--- src/rtl/ps2_pkg.sv ---
// ps2_pkg: shared state encoding, prefix bytes and ps2_key field positions
package ps2_pkg;
    typedef enum logic [2:0] {IDLE, DATA, PARITY, STOP, DECODE} ps2_state_t;
    localparam logic [7:0] PS2_PREFIX_EXT = 8'hE0;
    localparam logic [7:0] PS2_PREFIX_BREAK = 8'hF0;
    localparam int KEY_TOGGLE = 10;
    localparam int KEY_PRESSED = 9;
    localparam int KEY_EXT = 8;
endpackage

--- src/rtl/ps2_line_filter.sv ---
// ps2_line_filter: 2-FF synchroniser plus debounce; the output follows only after FILTER_LEN equal samples
module ps2_line_filter #(
    parameter int FILTER_LEN = 8
) (
    input  logic clk,
    input  logic reset_n,
    input  logic raw,
    output logic line
);
    localparam int CW = $clog2(FILTER_LEN + 1);
    logic [1:0] sync;
    logic [CW-1:0] cnt;
    always_ff @(posedge clk or negedge reset_n) begin
        if (!reset_n) begin
            sync <= 2'b11;
            cnt  <= '0;
            line <= 1'b1;
        end else begin
            sync <= {sync[0], raw};
            if (sync[1] == line) cnt <= '0;
            else if (cnt == CW'(FILTER_LEN - 1)) begin
                line <= sync[1];
                cnt  <= '0;
            end else cnt <= cnt + 1'b1;
        end
    end
endmodule

--- src/rtl/ps2_key_deserializer.sv ---
// ps2_key_deserializer: PS/2 device stream to ps2_key events; define PS2_PARITY_CHECK_EN to drop bad-parity frames
module ps2_key_deserializer
    import ps2_pkg::*;
#(
    parameter int CLK_HZ = 24000000,
    parameter int FILTER_LEN = 8,
    parameter int TIMEOUT_US = 200
) (
    input  logic        clk,
    input  logic        reset_n,
    input  logic        ps2_clk_in,
    input  logic        ps2_data_in,
    output logic [10:0] ps2_key,
    output logic        frame_err
);
    localparam int TMAX = CLK_HZ / 1_000_000 * TIMEOUT_US - 1;
    localparam int TW = $clog2(TMAX + 1);
    ps2_state_t state, state_n;
    logic clk_f, data_f, clk_d, fe, tmo, err, valid, in_frame, ext, brk;
    logic [2:0] bitcnt;
    logic [7:0] sreg;
    logic [TW-1:0] tcnt;
`ifdef PS2_PARITY_CHECK_EN
    logic par;
`endif

    ps2_line_filter #(.FILTER_LEN(FILTER_LEN)) u_clk_filter (.clk, .reset_n, .raw(ps2_clk_in), .line(clk_f));
    ps2_line_filter #(.FILTER_LEN(FILTER_LEN)) u_data_filter (.clk, .reset_n, .raw(ps2_data_in), .line(data_f));

    assign fe = clk_d & ~clk_f;
    assign in_frame = state inside {DATA, PARITY, STOP};
    // a falling edge landing on the terminal count keeps the frame alive
    assign tmo = !fe && tcnt == TW'(TMAX);
`ifdef PS2_PARITY_CHECK_EN
    assign valid = data_f && (^{sreg, par});
`else
    assign valid = data_f;
`endif

    always_ff @(posedge clk or negedge reset_n) begin
        if (!reset_n) state <= IDLE;
        else state <= state_n;
    end

    always_comb begin
        state_n = state;
        err = 1'b0;
        case (state)
            IDLE: begin
                state_n = fe && !data_f ? DATA : IDLE;
                err = fe && data_f;
            end
            DATA:   state_n = fe && bitcnt == 3'd7 ? PARITY : DATA;
            PARITY: state_n = fe ? STOP : PARITY;
            STOP: begin
                state_n = fe ? (valid ? DECODE : IDLE) : STOP;
                err = fe && !valid;
            end
            default: state_n = IDLE;
        endcase
        if (in_frame && tmo) begin
            state_n = IDLE;
            err = 1'b1;
        end
    end

    always_ff @(posedge clk or negedge reset_n) begin
        if (!reset_n) begin
            clk_d     <= 1'b1;
            bitcnt    <= '0;
            sreg      <= '0;
            tcnt      <= '0;
            ext       <= 1'b0;
            brk       <= 1'b0;
            ps2_key   <= '0;
            frame_err <= 1'b0;
`ifdef PS2_PARITY_CHECK_EN
            par       <= 1'b0;
`endif
        end else begin
            clk_d     <= clk_f;
            frame_err <= err;
            tcnt      <= in_frame && !fe && !tmo ? tcnt + 1'b1 : '0;
            if (state == IDLE) bitcnt <= '0;
            else if (fe && state == DATA) begin
                sreg   <= {data_f, sreg[7:1]};
                bitcnt <= bitcnt + 1'b1;
            end
`ifdef PS2_PARITY_CHECK_EN
            if (fe && state == PARITY) par <= data_f;
`endif
            if (state == DECODE) begin
                if (sreg == PS2_PREFIX_EXT) ext <= 1'b1;
                else if (sreg == PS2_PREFIX_BREAK) brk <= 1'b1;
                else begin
                    ps2_key[KEY_TOGGLE]  <= ~ps2_key[KEY_TOGGLE];
                    ps2_key[KEY_PRESSED] <= ~brk;
                    ps2_key[KEY_EXT]     <= ext;
                    ps2_key[7:0]         <= sreg;
                    ext <= 1'b0;
                    brk <= 1'b0;
                end
            end
            if (err) begin
                ext <= 1'b0;
                brk <= 1'b0;
            end
        end
    end
endmodule
--- config.mk ---
export PLATFORM = sky130hd
export DESIGN_NAME = ps2_key_deserializer
export DESIGN_NICKNAME = d
export VERILOG_FILES = /design/src/rtl/ps2_pkg.sv /design/src/rtl/ps2_line_filter.sv /design/src/rtl/ps2_key_deserializer.sv
export SDC_FILE = /design/constraint.sdc
export NUM_CORES = 1
export LEC_CHECK = 0
export BUFFER_PORTS_ARGS = -buffer_cell sky130_fd_sc_hd__buf_4
export CAP_MARGIN = 20
export CORE_MARGIN = 3
export CORE_UTILIZATION = 56
export DETAILED_ROUTE_END_ITERATION = 10
export MAX_ROUTING_LAYER = met4
export PLACE_DENSITY = 0.77
export SLEW_MARGIN = 30
export SYNTH_ARGS = -nofsm -noshare
export SYNTH_HDL_FRONTEND = slang
export SYNTH_SLANG_ARGS = --single-unit
--- constraint.sdc ---
create_clock -name clk -period 2.1 [get_ports clk]
set_clock_uncertainty 0.05 [all_clocks]
set_input_delay 0.21 -clock clk [delete_from_list [all_inputs] [get_ports clk]]
set_output_delay 0.21 -clock clk [all_outputs]
set_load 0.005 [all_outputs]
=== Word-level counts from Yosys, hierarchy flattened ===
Cells that the tools add are included.

* Flip-flop bits (word level): 56
* Output and inout port bits: 12
* Word-level logic and storage cells: 87
* Bits of input ports: 4

* Muxes and demuxes: 24
* Add/sub/neg operators: 4
* Bitwise operators: 9
* Eq/ne operators: 14
* Reductions and logical operators: 21

{| class="wikitable"
|+ Operators with widths
! kind !! number
|-
| $eq A8 B8 Y1 const B || 2
|-
| $mux W4 || 4
|-
| $mux W3 || 5
|-
| $add A13 B1 Y13 const B || 1
|-
| $eq A13 B13 Y1 const B || 1
|-
| $mux W13 || 1
|-
| $pmux W3 S4 || 1
|-
| $mux W1 || 11
|-
| $reduce_and A2 Y1 || 5
|-
| $add A4 B1 Y4 const B || 2
|-
| $eq A4 B3 Y1 const B || 2
|-
| $logic_and A1 B1 Y1 || 8
|-
| $not A1 Y1 || 8
|-
| $eq A3 B2 Y1 const B || 2
|-
| $eq A3 B3 Y1 const B || 2
|-
| $reduce_bool A2 Y1 || 2
|-
| $add A3 B1 Y3 const B || 1
|-
| $eq A3 B1 Y1 const B || 1
|-
| $logic_not A1 Y1 || 3
|-
| $logic_not A3 Y1 || 1
|-
| $ne A3 B3 Y1 const B || 1
|-
| $reduce_and A3 Y1 || 1
|-
| $reduce_bool A3 Y1 || 1
|-
| $eq A1 B1 Y1 || 2
|-
| other kinds (4) || 4
|}

=== Longest topological paths before layout ===
Gate-level depths: netlist of run 1.

* Depth after elaboration: 8
* Mapped depth: 6
* Mapped depth without buffers: 5

=== Cells and area by module ===
Synthesis of run 1 repeated with hierarchy kept, for this count alone.

* Cells, all modules: 199
* Area total of the unflattened synthesis: 2441.1 µm²

{| class="wikitable"
|+ Modules (own cells, without submodules)
! module !! times used !! seq. area each (µm²) !! area an instance (µm²) !! cells an instance
|-
| ps2_key_deserializer || 1 || 1052.3 || 1863.0 || 161
|-
| ps2_line_filter || 2 || 178.9 || 289.0 || 19
|}

=== Least setup slack after synthesis of run 1 ===
Ideal clock, no wire load.

* Path type: reg-to-reg
* Start point: reg sreg[1]
* End point: reg ps2_key[5]
* Data arrival time: 1.473 ns
* Stages on the path, launching flop included: 5
* Clock period less this slack: 1.648 ns
* Data required time: 1.925 ns
* Path slack: 0.452 ns
* Buffers on the path: 1
* Library setup time: 0.125 ns
* Path through: dfrtp_1 > or3_4 > o211ai_4 > buf_6 > mux2_2

* Word-level cells in the longest chain between the ends: 3
* Elaborated cells between the ends (all ways): 5
* Those cells by class: eq/ne (2); bitwise (2); reduce/logical (1)

{| class="wikitable"
|+ Ends and longest elaborated chain
! item !! RTL line !! RTL
|-
| start: declaration || ps2_key_deserializer.sv:21 || <nowiki>logic [7:0] sreg;</nowiki>
|-
| start signal: assignment || ps2_key_deserializer.sv:86 || <nowiki>sreg <= {data_f, sreg[7:1]};</nowiki>
|-
| $eq A8 B8 Y1, on equally long branches || ps2_key_deserializer.sv:94, ps2_key_deserializer.sv:93 ||
|-
| $not A1 Y1 (no source line) || -- ||
|-
| $reduce_and A3 Y1 (no source line) * || -- ||
|-
| end signal: indexed assignment || ps2_key_deserializer.sv:96 || <nowiki>ps2_key[KEY_TOGGLE] <= ~ps2_key[KEY_TOGGLE];</nowiki>
|-
| end signal: indexed assignment || ps2_key_deserializer.sv:97 || <nowiki>ps2_key[KEY_PRESSED] <= ~brk;</nowiki>
|-
| end signal: indexed assignment || ps2_key_deserializer.sv:98 || <nowiki>ps2_key[KEY_EXT] <= ext;</nowiki>
|-
| end: declaration || ps2_key_deserializer.sv:13 || <nowiki>output logic [10:0] ps2_key,</nowiki>
|}

Every way passes the cells marked *; elsewhere a longest branch is shown, timed or not.
A chain may end at the register's enable or synchronous reset.

=== Worst setup path in the final report of run 1 ===
* Start point: reg tcnt[0]
* End point: reg tcnt[0]

* Word-level cells in the longest chain between the ends: 5
* Elaborated cells between the ends (all ways): 6
* Those cells by class: add/sub (1); eq/ne (1); mux (1); reduce/logical (3)

{| class="wikitable"
|+ Ends and longest elaborated chain
! item !! RTL line !! RTL
|-
| start: declaration || ps2_key_deserializer.sv:22 || <nowiki>logic [TW-1:0] tcnt;</nowiki>
|-
| start signal: assignment || ps2_key_deserializer.sv:83 || <nowiki>tcnt <= in_frame && !fe && !tmo ? tcnt + 1'b1 : '0;</nowiki>
|-
| branches (longest 4 deep; another with $add A13 B1 Y13) || -- ||
|-
| $mux W13 * || ps2_key_deserializer.sv:83 ||
|}

Mark *: on every way between the ends.

==> impl_metrics.tcl, run 1 <==
set metrics [dict create \
    status "complete, no violations" \
    placed_area_um2 2590 \
    crit_end "tcnt[0]" \
    synth_area_leaders "dfrtp_1 (50%), dfstp_2 (7.6%), mux2_2 (6.9%), xnor2_1 (5.8%), nor2_1 (4.8%)" \
    dominantRegCellSynth "dfrtp_1" \
    syn_to_final_growth_pct 12.1 \
    cts_root_buf "clkbuf_8" \
    grt_overflow 0 \
    clkSlewWorstSetupHoldPaths_ns 0.09 \
    grt_pass1_wl_um 6890 \
    r2r_setup_slack_ns 0.30 \
    power_switching_mw 0.741 \
    ir_worst_vdd_uv 581 \
    ios 16 \
    avgRoutedWirePerCell_um 13.8 \
    synth_nets 212 \
    synth_area_um2 2430 \
    crit_type "flip-flop to flip-flop" \
    setup_viol 0 \
    path_cells "ha_1, nand4_1, nand4b_4, nand3_1, nor2_1" \
    pre_cts_ws_ns 0.297 \
    cpPeakStageDelay_ns 0.42 \
    die_area_um2 5180 \
    drt_wl_total_um 3800 \
    slew_headroom_pct 54.5 \
    antenna_found_initial 0 \
    r2r_start "tcnt[0]" \
    r2r_end "tcnt[0]" \
    synth.most_common_cell "dfrtp_1" \
    hold_slack_ns 0.311 \
    fin_crit_ns 1.80 \
    synth_edf_count 0 \
    cts_sinks 56 \
    worstPathMaxFanout 13 \
    post-route-period-util_pct 85.9 \
    slowest_stage "dfrtp_1" \
    setup_slack_ns 0.296 \
    ant_nets 0 \
    cp_num_buf_inv 0 \
    crit_start "tcnt[0]" \
    synth_top_area_share_pct 50.4 \
    route.detailed.drc 0 \
    fp.dieW_um 71.9 \
    p_leak_nw 1.26 \
    n_antenna_cell 0 \
    crit_family "simple AND/OR/NAND/NOR gates" \
    tightest_slew_ns 0.682 \
    clock_tree.buffer_depth 2 \
    nNetsFinal 234 \
    cts_setup_buffers 0 \
    cts_tree "built" \
    synth_warnings 0 \
    grt_pass1_vias 1549 \
    routed_via_density 5.48 \
    internal_power_mw 1.79 \
    grtUsageTotal_pct 17.7 \
    gp_congestion 0.853 \
    hpwl_um 2680 \
    vias 1512 \
    final_area_um2 2730 \
    initial_core_util_pct 59.6 \
    clock.fmax_ghz 0.554 \
    rsz0062_at_grt "false" \
    cts_made_buffers 5 \
    cp.arrival_ns 1.98 \
    clk_latency_ns 0.31 \
    drv_slew 0 \
    hold_class "flip-flop to flip-flop" \
    setup_tns_ns 0 \
    crit_required_ns 2.27 \
    grt_max_degree 57 \
    async_flop_share_pct 100 \
    p_seq_share_pct 54.1 \
    drv_cap 0 \
    synth.avg_cell_area_um2 12.0 \
    cp.depth 5 \
    worst-r2r-cell-count 5 \
    syn_inst 203 \
    drt_iter0_markers 58 \
    coreArea_um2 4090 \
    cts_max_level 2 \
    synth_cell_type_count 38 \
    ys_ff_latch 56 \
    powerDensity_nw_per_um2 926 \
    cp-end-kind "flip-flop" \
    swShare_pct 29.3 \
    synth_area_leader_cell "dfrtp_1" \
    portBuffers 15 \
    p_comb_share_pct 19.1 \
    pwr-share-clk_pct 26.8 \
    synth_top_cells_by_count "dfrtp_1 (49), nor2_1 (31), xnor2_1 (16)" \
    drtPass1Iterations 4 \
    die_h_um 71.9 \
    hold_violations 0 \
    layout-drive-gt1-share_pct 24.3 \
    std_cell_rows 23 \
    critPathLaunchType "flip-flop" \
    synth-seq-area-share_pct 57.9 \
]
power groups by stage:
stage	Combinational, mW	Sequential (mW)	Clock [mW]
after floorplan	0.384	1.35	0
after global placement	0.451	1.37	0
after detailed placement	0.483	1.39	0
after CTS	0.493	1.37	0.699
after global routing	0.540	1.40	0.750
final	0.484	1.37	0.676
state kept, by name (all words and copies together) (netlist names), 3 cells and up:
| register | cells |
|---|---|
| tcnt | 13 |
| ps2_key | 11 |
| sreg | 8 |
| u_clk_filter.cnt | 4 |
| u_data_filter.cnt | 4 |
| bitcnt | 3 |
| state | 3 |
metrics by stage:
step                      instances  power [mW]  utilization, %
after floorplan                 203        1.74               -
after global placement          265        1.83            63.4
after detailed placement        265        1.87            63.4
after CTS                       276        2.56            66.8
after global routing            276        2.69            66.8
final                           276        2.53            66.8
cell usage in the layout (no fill, tap or decap), types with 2 or more instances in the layout:
master         netlist  routed
o21ai_0              3       3
o31ai_1              2       2
a21oi_1              6       6
nand3_1              6       6
dfstp_2              7       7
ha_1                 5       5
a31oi_1              2       2
clkbuf_8             0       5
and4bb_2             2       2
dfrtp_1             49      49
buf_4                1      17
inv_1                7       7
nand2_1             10      10
nor3_1              12      12
nor2_1              31      31
nand4_1              4       4
mux2_2              15      15
xnor2_1             16      16
nor2b_1              3       3
dlygate4sd3_1        0       3
nand3b_1             2       2
kinds of logic (layout without fill, tap and decap cells):
logic type | after synthesis | count (layout) | share of synthesized area (%)
buf+inv | 12 | 35 | 2.42
compound gates | 17 | 17 | 5.60
fa+ha+maj | 5 | 5 | 2.57
simple gates | 80 | 80 | 18.0
xor+xnor | 17 | 17 | 6.11
flops | 56 | 56 | 57.9
mux | 16 | 16 | 7.35
how the worst min path moves through the flow:
stage                                      from                    end  slack, ns  depth (start not counted)
after global placement                  reset_n            ps2_key[10]       0.23                          1
after global routing      u_data_filter.sync[0]  u_data_filter.sync[1]       0.32                          0
after detailed placement                reset_n             ps2_key[7]       0.25                          1
final                      u_clk_filter.sync[0]   u_clk_filter.sync[1]       0.31                          0
after CTS                 u_data_filter.sync[0]  u_data_filter.sync[1]       0.31                          0
after floorplan                         reset_n              bitcnt[0]      -0.14                          0
layout make-up:
type | count | area, um^2
Sequential cell | 56 | 1410
Fill cell | 310 | 1360
Multi-Input combinational cell | 135 | 966
Timing Repair Buffer | 20 | 158
Clock buffer | 6 | 72.6
Tap cell | 50 | 62.6
Clock inverter | 2 | 35.0
Inverter | 7 | 26.3
timing repair:
item | CTS | global route
endpoints found under the hold margin | 51 | 0
resized for setup | 0 | 0
hold buffers | 3 | 0
routing by layer:
| layer | track usage [%] | wire [um] |
|---|---|---|
| met3 | 4.71 | 168 |
| met2 | 29.6 | 1950 |
| met5 | - | 0 |
| met4 | 6.26 | 48 |
| met1 | 20.5 | 1630 |
(Power assumes the default switching activity.)
==> run 2: changes to the inputs <==
--- a/config.mk
+++ b/config.mk
@@ -5,7 +5,7 @@
 export SDC_FILE = /design/constraint.sdc
 export NUM_CORES = 1
 export LEC_CHECK = 0
-export BUFFER_PORTS_ARGS = -buffer_cell sky130_fd_sc_hd__buf_4
+export BUFFER_PORTS_ARGS = -buffer_cell sky130_fd_sc_hd__buf_2
 export CAP_MARGIN = 20
 export CORE_MARGIN = 3
 export CORE_UTILIZATION = 56
==> run 2 against run 1 <==
Via count is 1.8% lower. Critical path depth stayed put. Sequential share of layout area is 0.77 points higher. Clock power is 11% lower. Total power is 3.2% lower. Largest cell class unchanged. Largest power group unchanged.
==> impl_metrics.tcl, run 2 (synthesized netlist as in run 1, its figures left out) <==
set metrics [dict create \
    status "complete, no violations" \
    swShare_pct 30.6 \
    syn_to_final_growth_pct 10.5 \
    power_switching_mw 0.749 \
    top_regs "tcnt x13, ps2_key x11, sreg x8" \
    critPathLaunchType "flip-flop" \
    grt_use_met2_pct 26.9 \
    crit_required_ns 2.28 \
    slew_headroom_pct 54.7 \
    crit_type "flip-flop to flip-flop" \
    cts_setup_buffers 0 \
    met1_usage_pct 22.3 \
    busiest_layer "met2" \
    layout-drive-gt1-share_pct 25.1 \
    cp-end-kind "flip-flop" \
    ant_nets 0 \
    cpPeakStageDelay_ns 0.42 \
    drv_cap 0 \
    p_comb_share_pct 19.3 \
    crit_start "tcnt[0]" \
    internal_power_mw 1.70 \
    drtPass1Iterations 4 \
    cp.arrival_ns 2.01 \
    n_antenna_cell 0 \
    post-route-period-util_pct 86.9 \
    p_leak_nw 1.25 \
    fin_crit_ns 1.82 \
    slowest_stage "dfrtp_1" \
    crit_end "tcnt[12]" \
    drt_iter0_markers 79 \
    p_seq_share_pct 56.0 \
    final_util_pct 65.8 \
    path_cells "ha_1, nand4_1, nand4b_4, nand3_1, nor2_1" \
    hold_slack_ns 0.310 \
    worstPathMaxFanout 13 \
    cts_tree "built" \
    clock_tree.buffer_depth 2 \
    nNetsFinal 235 \
    hpwl_um 2540 \
    cts_made_buffers 5 \
    powerDensity_nw_per_um2 910 \
    rsz0062_at_grt "false" \
    crit_family "simple AND/OR/NAND/NOR gates" \
    cts_sinks 56 \
    drv_slew 0 \
    fp.dieW_um 71.9 \
    grt_pass1_vias 1492 \
    routed_via_density 5.36 \
    r2r_setup_slack_ns 0.28 \
    tightest_slew_ns 0.679 \
    vias 1485 \
    cts_max_level 2 \
    r2r_end "tcnt[12]" \
    grt_pass1_wl_um 6800 \
    fillerInstances 314 \
    clkSlewWorstSetupHoldPaths_ns 0.09 \
    ir_worst_vdd_uv 394 \
    antenna_found_initial 0 \
    hold_violations 0 \
    gp_congestion 0.791 \
    pwr-share-clk_pct 24.7 \
    avgRoutedWirePerCell_um 13.7 \
    coreArea_um2 4090 \
    cp_num_buf_inv 0 \
    power_mw 2.45 \
    route.detailed.drc 0 \
    hold_class "flip-flop to flip-flop" \
    portBuffers 15 \
    clk_latency_ns 0.31 \
    final_common_cell "dfrtp_1" \
    initial_core_util_pct 59.6 \
    layout_common_cells "dfrtp_1 (49), nor2_1 (31), xnor2_1 (16), mux2_2 (15), buf_2 (15)" \
    cts_root_buf "clkbuf_8" \
    largest_register "tcnt" \
    worst-r2r-cell-count 5 \
    grt_max_degree 57 \
    die_h_um 71.9 \
    r2r_start "tcnt[0]" \
    drt_wl_total_um 3790 \
    setup_viol 0 \
    die_area_um2 5180 \
    setup_tns_ns 0 \
    largest_register_ffs 13 \
    grtUsageTotal_pct 17.5 \
    cp.depth 5 \
    globalRouteMet3Util_pct 4.29 \
    ios 16 \
    clock.fmax_ghz 0.548 \
    grt_overflow 0 \
    std_cell_rows 23 \
]
run 2: cell types whose count changed in the layout (fill, tap and decap cells not counted):
cell / previous run / this run
buf_4: 17 / 3
clkbuf_1: 1 / 0
clkbuf_8: 5 / 6
clkinvlp_4: 0 / 2
clkinv_2: 1 / 0
bufinv_16: 1 / 0
buf_2: 0 / 15
run 2: worst register-to-register path: stages, from the launching register on:
cell	delay, ns
dfrtp_1	0.42
ha_1	0.24
nand4_1	0.18
nand4b_4	0.21
nand3_1	0.40
nor2_1	0.25
run 2: metal layers:
metal  wire length, um  part of all wire, %
met5                 0                    0
met1              1780                   47
met4                68                  1.8
met3               129                  3.4
met2              1820                   48
run 2: final cells by class:
cell class / count / area (um^2) / area share (%)
clock buffer: 6 / 82.6 / 3.07
clock inverter: 2 / 15.0 / 0.558
inverter: 7 / 26.3 / 0.977
multi-input combinational: 135 / 966 / 35.9
sequential: 56 / 1410 / 52.4
tap: 50 / 62.6 / 2.33
timing repair buffer: 21 / 128 / 4.74
run 2: power groups by stage:
stage / sequential [mW] / combinational (mW) / clock (mW)
after floorplan: 1.35 / 0.384 / 0
after global placement: 1.38 / 0.459 / 0
after detailed placement: 1.39 / 0.478 / 0
after CTS: 1.37 / 0.486 / 0.633
after global routing: 1.39 / 0.547 / 0.670
final: 1.37 / 0.472 / 0.604
run 2: repair_timing:
item	CTS	global route
hold buffers	3	0
endpoints found under the hold margin	51	0
gates resized for setup	0	0
run 2: how the worst min path moves through the flow:
stage / to / slack [ns] / depth (start not counted) / startpoint
6_report: u_data_filter.sync[1] / 0.31 / 0 / u_data_filter.sync[0]
5_1_grt: u_data_filter.sync[1] / 0.31 / 0 / u_data_filter.sync[0]
4_1_cts: u_data_filter.sync[1] / 0.31 / 0 / u_data_filter.sync[0]
3_5_place_dp: u_data_filter.sync[0] / 0.27 / 1 / ps2_data_in
3_3_place_gp: u_clk_filter.sync[0] / 0.27 / 1 / ps2_clk_in
2_1_floorplan: bitcnt[0] / -0.14 / 0 / reset_n
run 2: stage by stage:
step                cell area (um^2)  setup slack (ns)  std cells
CTS                             2690             0.254        277
global route                    2690            0.0897        277
detailed placement              2560             0.293        266
floorplan                       2430             0.452        203
finish                          2690             0.276        277
global placement                2560             0.338        266
==> run 3: changes to the inputs <==
--- a/config.mk
+++ b/config.mk
@@ -8,10 +8,10 @@
 export BUFFER_PORTS_ARGS = -buffer_cell sky130_fd_sc_hd__buf_2
 export CAP_MARGIN = 20
 export CORE_MARGIN = 3
-export CORE_UTILIZATION = 56
+export CORE_UTILIZATION = 40
 export DETAILED_ROUTE_END_ITERATION = 10
 export MAX_ROUTING_LAYER = met4
-export PLACE_DENSITY = 0.77
+export PLACE_DENSITY = 0.59
 export SLEW_MARGIN = 30
 export SYNTH_ARGS = -nofsm -noshare
 export SYNTH_HDL_FRONTEND = slang
==> constraint.sdc (replaced) <==
create_clock -name clk -period 2.2 [get_ports clk]
set_clock_uncertainty 0.05 [all_clocks]
set_input_delay 0.22 -clock clk [delete_from_list [all_inputs] [get_ports clk]]
set_output_delay 0.22 -clock clk [all_outputs]
set_load 0.005 [all_outputs]
==> run 3 against run 2 <==
Register-to-register slack improved by 0.16 ns. Die area rose by 36%. Worst setup slack improved by 0.16 ns. Global-route usage fell by 5.2 points. Count of clock-buffer cells in the layout did not move. Critical path depth fell by 2. Sequential cell count did not move. Total power fell by 3.8%. Sequential power fell by 4%. Combinational power rose by 3%. Worst hold slack improved by 0.00089 ns. Cell area rose by 1.3%. Largest cell class unchanged.
==> impl_metrics.tcl, run 3 (synthesized netlist as in run 1, its figures left out) <==
set metrics [dict create \
    ant_nets 0 \
    initial_core_util_pct 42.6 \
    final_area_um2 2720 \
    cts_sinks 56 \
    r2r_setup_slack_ns 0.44 \
    hold_slack_ns 0.311 \
    slowest_stage "o211ai_4" \
    crit_type "flip-flop to flip-flop" \
    clock.fmax_ghz 0.567 \
    die_area_um2 7060 \
    clkSlewWorstSetupHoldPaths_ns 0.10 \
    clock_tree.buffer_depth 2 \
    hold_violations 0 \
    route.detailed.drc 0 \
    antenna_found_initial 0 \
    drt_iter0_markers 123 \
    rsz0062_at_grt "false" \
    std_cell_rows 27 \
    cpPeakStageDelay_ns 0.42 \
    gp_congestion 0.716 \
    grt_overflow 0 \
    worstPathMaxFanout 14 \
    clk_latency_ns 0.31 \
    largest_register "tcnt" \
    layout-drive-gt1-share_pct 25.3 \
    syn_to_final_growth_pct 11.9 \
    fin_crit_ns 1.76 \
    layout_common_cells "dfrtp_1 (49), nor2_1 (31), xnor2_1 (16), mux2_2 (15), buf_2 (15)" \
    top_regs "tcnt x13, ps2_key x11, sreg x8" \
    crit_required_ns 2.36 \
    grt_max_degree 57 \
    vias 1468 \
    coreArea_um2 5710 \
    largest_register_ffs 13 \
    drv_cap 0 \
    final_common_cell "dfrtp_1" \
    cts_root_buf "clkbuf_8" \
    power_mw 2.36 \
    worstHoldStart "u_clk_filter.sync[0]" \
    cts_tree "built" \
    tightest_slew_ns 0.685 \
    worst_hold_path.endpoint "u_clk_filter.sync[1]" \
    drt_wl_total_um 3840 \
    cp-end-kind "flip-flop" \
    cp.arrival_ns 1.92 \
    nNetsFinal 237 \
    hpwl_um 2630 \
    min_path_cells 0 \
    grt_pass1_vias 1490 \
    p_leak_nw 1.26 \
    placed_area_um2 2610 \
    avgRoutedWirePerCell_um 12.8 \
    die_h_um 84.0 \
    post-route-period-util_pct 80.2 \
    fp.dieW_um 84.0 \
    grt_pass1_wl_um 6860 \
    drtPass1Iterations 4 \
    setup_viol 0 \
    portBuffers 15 \
    status "complete, no violations" \
    ir_worst_vdd_uv 399 \
    r2r_start "sreg[1]" \
    worst-r2r-cell-count 3 \
    grtUsageTotal_pct 12.3 \
    r2r_end "ps2_key[8]" \
    path_cells "or3_4, o211ai_4, mux2_2" \
    cts_made_buffers 5 \
    powerDensity_nw_per_um2 865 \
    routed_via_density 4.88 \
    drv_slew 0 \
    setup_tns_ns 0 \
    critPathLaunchType "flip-flop" \
    cts_max_level 2 \
    ios 16 \
    n_antenna_cell 0 \
    slew_headroom_pct 54.4 \
    hold_class "flip-flop to flip-flop" \
]
==> run 3: changes by cell type in the layout (fill, tap and decap cells not counted) <==
cell	before	now
clkbuf_1	0	1
clkinvlp_4	2	1
buf_4	3	5
clkinv_4	0	1
clkbuf_8	6	5
==> run 3: what timing repair did <==
item	4_1_cts	5_1_grt
buffers inserted	0	0
hold buffers	3	0
endpoints found under the hold margin	6	0
resized for setup	0	0
endpoints found under the setup margin	0	0
==> run 3: worst max-delay path, delay by kind of cell, from the launching register on <==
family | cells | cell delay (ns)
mux | 1 | 0.39
compound gates | 1 | 0.42
simple gates | 1 | 0.40
flops | 1 | 0.41
==> run 3: per-stage QoR <==
step,std cells,utilization [%],setup WS (ns)
5_1_grt,301,47.7,0.355
3_5_place_dp,290,45.6,0.410
2_1_floorplan,203,-,0.552
3_3_place_gp,290,45.6,0.432
6_report,301,47.7,0.436
4_1_cts,301,47.7,0.412
==> run 3: final cells by class <==
class	count	area [um^2]
clock buffers	6	72.6
clock inverters	2	16.3
fillers	538	2990
inverters	7	26.3
multi-input cells	135	966
flip-flops and latches	56	1410
well taps	72	90.1
repair buffers	23	143
==> run 3: worst max-delay path by stage <==
stage | start | to | cells after the start
6_report | sreg[1] | ps2_key[8] | 3
5_1_grt | state[0] | sreg[1] | 3
4_1_cts | sreg[1] | ps2_key[1] | 3
3_5_place_dp | sreg[1] | ps2_key[8] | 3
3_3_place_gp | sreg[1] | ps2_key[0] | 3
2_1_floorplan | sreg[1] | ps2_key[5] | 4
==> run 3: report_power, final <==
group	internal, mW	switching [mW]
sequential	1.17	0.131
combinational	0.223	0.265
clock	0.227	0.334
==> run 3: metal layers <==
metal | up-vias | part of all wire, % | GRT usage (%)
met5 | - | 0 | -
met1 | 704 | 49 | 15.6
met3 | 4 | 3.1 | 3.06
met4 | 0 | 1.5 | 4.39
li1 | 743 | - | -
met2 | 17 | 46 | 19.1
